**src/rtl/ud_win_counter_if.sv**
```systemverilog
// ud_win_counter_if
// Bus between the decision logic and the windowed up/down counter.
//   en       : count enable (holds all counting and window state when low)
//   u_d      : direction, 1 = up, 0 = down
//   win_len  : window length minus 1, in enabled cycles
//   win_clr  : reload the reset value into q at each window end
//   q        : live counter value
//   dout     : window snapshot
//   dout_vld : one-cycle pulse when dout updates
//   sat_hi   : sticky per-window flag, up step blocked at all-ones
//   sat_lo   : sticky per-window flag, down step blocked at zero
// master drives the controls, slave is the counter.
interface ud_win_counter_if #(
    parameter int WIDTH = 16,
    parameter int WIN_W = 8
);
    logic             en;
    logic             u_d;
    logic [WIN_W-1:0] win_len;
    logic             win_clr;
    logic [WIDTH-1:0] q;
    logic [WIDTH-1:0] dout;
    logic             dout_vld;
    logic             sat_hi;
    logic             sat_lo;

    modport master (
        output en, u_d, win_len, win_clr,
        input  q, dout, dout_vld, sat_hi, sat_lo
    );

    modport slave (
        input  en, u_d, win_len, win_clr,
        output q, dout, dout_vld, sat_hi, sat_lo
    );
endinterface

```
**src/rtl/ud_win_counter.sv**
```systemverilog
// ud_win_counter
// Parametrised up/down counter with a programmable integration window.
// Every window of win_len+1 enabled cycles, the value including that
// cycle's step is captured into dout and dout_vld pulses for one cycle;
// with win_clr set, q restarts from RESET_VAL at the window end.
// Ports:
//   clk  : clock, rising edge
//   rstb : asynchronous active-low reset
//   bus  : ud_win_counter_if.slave (en, u_d, win_len, win_clr in;
//          q, dout, dout_vld, sat_hi, sat_lo out)
// Build option:
//   UDC_SAT_EN defined   : q saturates at 0 and all-ones, sat_hi/sat_lo
//                          record blocked steps per window.
//   UDC_SAT_EN undefined : q wraps modulo 2^WIDTH, sat_hi/sat_lo are 0.
module ud_win_counter #(
    parameter int               WIDTH     = 16,
    parameter int               WIN_W     = 8,
    parameter logic [WIDTH-1:0] RESET_VAL = {1'b1, {(WIDTH-1){1'b0}}}
) (
    input logic              clk,
    input logic              rstb,
    ud_win_counter_if.slave  bus
);

    localparam logic [WIDTH-1:0] ONE = WIDTH'(1);

    // One step of the counter, holding at the rails when saturation is built in.
    function automatic logic [WIDTH-1:0] f_step(input logic [WIDTH-1:0] q, input logic up);
        logic [WIDTH-1:0] n;
        n = up ? (q + ONE) : (q - ONE);
`ifdef UDC_SAT_EN
        if (up && (q == '1)) n = q;
        if (!up && (q == '0)) n = q;
`endif
        return n;
    endfunction

    logic [WIDTH-1:0] r_q;
    logic [WIDTH-1:0] r_dout;
    logic             r_dout_vld;
    logic [WIN_W-1:0] r_win_cnt;

    logic [WIDTH-1:0] w_q_next;
    logic             w_win_end;

    assign w_q_next  = f_step(r_q, bus.u_d);
    // >= so that lowering win_len below the current count ends the window at once.
    assign w_win_end = bus.en && (r_win_cnt >= bus.win_len);

    always_ff @(posedge clk or negedge rstb) begin
        if (!rstb) begin
            r_q        <= RESET_VAL;
            r_dout     <= RESET_VAL;
            r_dout_vld <= 1'b0;
            r_win_cnt  <= '0;
        end else begin
            r_dout_vld <= 1'b0;
            if (w_win_end) begin
                r_dout     <= w_q_next;
                r_dout_vld <= 1'b1;
                r_win_cnt  <= '0;
                r_q        <= bus.win_clr ? RESET_VAL : w_q_next;
            end else if (bus.en) begin
                r_win_cnt  <= r_win_cnt + WIN_W'(1);
                r_q        <= w_q_next;
            end
        end
    end

`ifdef UDC_SAT_EN
    logic w_blk_hi;
    logic w_blk_lo;
    logic r_sat_hi;
    logic r_sat_lo;

    assign w_blk_hi = bus.en &&  bus.u_d && (r_q == '1);
    assign w_blk_lo = bus.en && !bus.u_d && (r_q == '0);

    // Flags restart at each window end, but a block on that same edge still sets them.
    always_ff @(posedge clk or negedge rstb) begin
        if (!rstb) begin
            r_sat_hi <= 1'b0;
            r_sat_lo <= 1'b0;
        end else if (w_win_end) begin
            r_sat_hi <= w_blk_hi;
            r_sat_lo <= w_blk_lo;
        end else begin
            r_sat_hi <= r_sat_hi | w_blk_hi;
            r_sat_lo <= r_sat_lo | w_blk_lo;
        end
    end

    assign bus.sat_hi = r_sat_hi;
    assign bus.sat_lo = r_sat_lo;
`else
    assign bus.sat_hi = 1'b0;
    assign bus.sat_lo = 1'b0;
`endif

    assign bus.q        = r_q;
    assign bus.dout     = r_dout;
    assign bus.dout_vld = r_dout_vld;

endmodule
```
**src/flat_wrapper.sv**
```systemverilog
// flat-port wrapper written by rule: the top's interface ports become plain ports
module ud_win_counter_flat 
#(
    parameter int               WIDTH     = 16,
    parameter int               WIN_W     = 8,
    parameter logic [WIDTH-1:0] RESET_VAL = {1'b1, {(WIDTH-1){1'b0}}}
)
  (clk, rstb, bus_en, bus_u_d, bus_win_len, bus_win_clr, bus_q, bus_dout, bus_dout_vld, bus_sat_hi, bus_sat_lo);
  ud_win_counter_if #(.WIDTH(WIDTH), .WIN_W(WIN_W)) bus_i ();
  input logic clk;
  input logic rstb;
  input wire logic [$bits(bus_i.en)-1:0] bus_en;
  input wire logic [$bits(bus_i.u_d)-1:0] bus_u_d;
  input wire logic [$bits(bus_i.win_len)-1:0] bus_win_len;
  input wire logic [$bits(bus_i.win_clr)-1:0] bus_win_clr;
  output wire logic [$bits(bus_i.q)-1:0] bus_q;
  output wire logic [$bits(bus_i.dout)-1:0] bus_dout;
  output wire logic [$bits(bus_i.dout_vld)-1:0] bus_dout_vld;
  output wire logic [$bits(bus_i.sat_hi)-1:0] bus_sat_hi;
  output wire logic [$bits(bus_i.sat_lo)-1:0] bus_sat_lo;
  assign bus_i.en = bus_en;
  assign bus_i.u_d = bus_u_d;
  assign bus_i.win_len = bus_win_len;
  assign bus_i.win_clr = bus_win_clr;
  assign bus_q = bus_i.q;
  assign bus_dout = bus_i.dout;
  assign bus_dout_vld = bus_i.dout_vld;
  assign bus_sat_hi = bus_i.sat_hi;
  assign bus_sat_lo = bus_i.sat_lo;
  ud_win_counter #(.WIDTH(WIDTH), .WIN_W(WIN_W), .RESET_VAL(RESET_VAL)) u_core (.clk(clk), .rstb(rstb), .bus(bus_i));
endmodule
```
**config.mk**
```make
export PLATFORM = sky130hd
export DESIGN_NAME = ud_win_counter_flat
export DESIGN_NICKNAME = d
export VERILOG_FILES = /design/src/rtl/ud_win_counter_if.sv /design/src/rtl/ud_win_counter.sv /design/src/flat_wrapper.sv
export SDC_FILE = /design/constraint.sdc
export NUM_CORES = 1
export LEC_CHECK = 0
export BUFFER_PORTS_ARGS = -buffer_cell sky130_fd_sc_hd__clkbuf_2
export CAP_MARGIN = 20
export CORE_MARGIN = 1
export CORE_UTILIZATION = 35
export DETAILED_ROUTE_END_ITERATION = 16
export PLACE_DENSITY_LB_ADDON = 0.12
export SLEW_MARGIN = 20
export SYNTH_ARGS = -nofsm -noshare
export SYNTH_HDL_FRONTEND = slang
export SYNTH_SLANG_ARGS = --single-unit
```
**constraint.sdc**
```tcl
create_clock -name clk -period 2.5 [get_ports clk]
set_clock_uncertainty 0.2 [all_clocks]
set_input_delay 0.125 -clock clk [delete_from_list [all_inputs] [get_ports clk]]
set_output_delay 0.125 -clock clk [all_outputs]
set_load 0.05 [all_outputs]
```
==> run summary <==
DR DRC count: 0
CTS sink cnt: 41
deepest clock path buffer count: 2
adder-cell share of the synthesized area: 0.1240
synth warn: 0
nets: 361
Synth cell types: 43
Syn-to-layout area delta: 23.89%
most used cell along the critical path: o21ai_2
most frequent cells in the layout: clkbuf_2, dfrtp_1, nand2_1
Synth Cell Area: 2482 um2
htree depth: 2
RSZ-0062 raised after global routing: no
Placer Congestion: 0.8926
multi-input logic area: 1326 um2
vias: 2,033
die width: 86.22 um
slowest cell on the critical path: dfrtp_1
CP startpoint kind: flip-flop
post-synthesis sequential area ratio: 0.4143
core area: 6832 um2
Final HPWL DP: 4.271 mm
vias in the first global route: 1,968
initial antenna violation count: 0
Req. time, crit path: 2.47 ns
crit path from: u_core.bus.q[1]
DRT antenna net count: 0
Min-Delay Path Class: in -> reg
Max stage delay on crit path: 0.41 ns
vias per cell: 4.829
Arrival @ worst endpoint: 2.25 ns
Crit path max-delay family: compound AO/OA/AOI/OAI gates
DR WL/cell: 13.13 um
fraction of synthesized area in multiplexers: 0.004032
final slew viol count: 0
Max-Cap Viols: 0
gr ovfl total: 0
Setup TNS: 0 ns
gr usage total: 0.1628
Buf+Inv Stages, Crit Path: 0
Synth Area in Simple Gates: 0.1099
fmax: 439.6 MHz
Port-buffer cells: 45
final WL: 5.526 mm
commonest non-fill, non-tap cell in the layout: clkbuf_2
xor-xnor portion of the synthesized cell area: 0.06351
final hold vios: 0
Worst setup EP type: flip-flop
largest net degree at the start of global routing: 26
CP Cell Sequence: ha_1 -> a211oi_2 -> o21ai_2 -> a31oi_4 -> o21ai_2 -> a31oi_1 -> xor2_1 -> o22ai_1
fin crit period: 2.275 ns
flops & latches, synth: 41
die height: 86.22 um
clk_lat worst skew: 0.29 ns
CTS tree: done
Layout fillers: 700
Reg area: 1030 um2
Post-Synthesis Cells: 262
1st-pass router iterations: 4
drt first-iter violations: 85
initial core utilization: 0.3634
Ant. Diodes: 0
largest family of logic cells by synthesized area: compound AO/OA/AOI/OAI gates
clk slew on worst S/H paths: 0.09 ns
first-pass GRT wire length: 9.453 mm
cts bufs inserted: 5
status: completed
Tightest Pin Transition: 0.6219 ns
I/O pin total: 48
die area: 7433 um2
HP Start: bus_u_d
crit path max fanout: 4
std cell rows: 30
layout cells sized above 1: 0.2708
setup violators final: 0
WS Path Type: reg -> reg
CTS Root Cell: clkbuf_8
Slew headroom: 0.5854
post-synthesis compound-gate area fraction: 0.2233
FF-to-FF Start: u_core.bus.q[1]
syn_area_per_cell: 9.475 um2
Period Utilization, post-route: 0.9099
## synthesized netlist by cell type, drive strengths merged
| master | count | area [um2] |
|---|---|---|
| dfrtp | 39 | 975.9 |
| o21ai | 30 | 161.4 |
| nand2 | 28 | 107.6 |
| inv | 27 | 101.4 |
| ha | 23 | 287.8 |
| a21oi | 17 | 88.84 |
| o22ai | 13 | 81.33 |
| nor2 | 12 | 47.55 |
| xor2 | 11 | 96.34 |
| xnor2 | 7 | 61.31 |
| buf | 6 | 35.03 |
| nand2b | 6 | 37.54 |
| nand3 | 6 | 30.03 |
| a21o | 4 | 30.03 |
| a31oi | 4 | 40.04 |
| nand4 | 4 | 25.02 |
| a211oi | 3 | 32.53 |
| clkbuf | 3 | 11.26 |
| dfstp | 2 | 52.55 |
| o211ai | 2 | 15.01 |
| o21a | 2 | 15.01 |
| a2111oi | 1 | 27.53 |
| a211o | 1 | 8.760 |
| a32o | 1 | 10.01 |
| conb | 1 | 3.750 |
| fa | 1 | 20.02 |
| mux2i | 1 | 10.01 |
| nor2b | 1 | 6.260 |
| nor3 | 1 | 5.000 |
| nor3b | 1 | 7.510 |
| o2111ai | 1 | 15.01 |
| o21bai | 1 | 7.510 |
| o31ai | 1 | 21.27 |
| or3 | 1 | 6.260 |
## through the flow
step | setup WS (ns) | util | instances | hold WS [ns] | instance area [um2]
floorplan | 0.02709 | - | 263 | -0.3706 | 2487
global placement | 0.1426 | 0.4251 | 409 | -0.01649 | 2904
detailed placement | 0.1106 | 0.4251 | 409 | -0.01979 | 2904
CTS | 0.1410 | 0.4456 | 419 | 0.06831 | 3044
global route | 0.005719 | 0.4502 | 421 | 0.09729 | 3075
finish | 0.2254 | 0.4502 | 421 | 0.06467 | 3075
## worst paths after layout
kind | depth (start not counted) | slack (ns) | to
max | 8 | 0.23 | u_core.bus.q[13]
min | 3 | 0.06 | u_core.bus.dout[1]
max reg2reg | 8 | 0.23 | u_core.bus.q[13]
min reg2reg | 2 | 0.27 | u_core.bus.dout[15]
max in group asynchronous | 3 | 1.27 | u_core.bus.dout[5]
min in group asynchronous | 2 | 0.17 | u_core.bus.q[10]
## worst register-to-register path, stage by stage, from the launching register on
cell,delay [ns]
dfrtp_1,0.41
ha_1,0.34
a211oi_2,0.26
o21ai_2,0.11
a31oi_4,0.21
o21ai_2,0.10
a31oi_1,0.20
xor2_1,0.23
o22ai_1,0.11
## area by class of cell
type,count,share of cell area
clock inverters,2,0.01221
well taps,96,0.03906
flip-flops and latches,41,0.3348
repair buffers,63,0.1229
clock buffers,6,0.02685
multi-input cells,186,0.4312
inverters,27,0.03295
## state kept, by name, indices dropped and copies added (netlist names)
name                 cells
u_core.bus.dout         16
u_core.bus.dout_vld      1
u_core.bus.q            16
u_core.r_win_cnt         8
## layer usage
layer  vias to the layer above  share of wire  GRT usage
met5                         -              0          0
met4                         0          0.013    0.05606
met3                         6          0.029    0.03238
met2                        34           0.48     0.2626
met1                       956           0.48     0.2188
li1                       1037              -          -
## repair_timing
item,4_1_cts,5_1_grt
hold endpoints to repair,23,0
hold buffers,2,0
resized for setup,0,2
setup endpoints to repair,0,7
buffers inserted,0,2
## kinds of logic (layout without fill, tap and decap cells)
family,Yosys count,count (layout)
and+or+nand+nor,60,60
xor gates and xnor gates,18,18
muxes,1,1
buffers and inverters,36,98
adders and majority gates,24,24
other,1,2
DFF,41,41
AOI/OAI and AO/OA,81,81
Power is left out: the tool's default activity adds up to more than one toggle a clock period on the data nets, which glitch-free logic cannot reach.
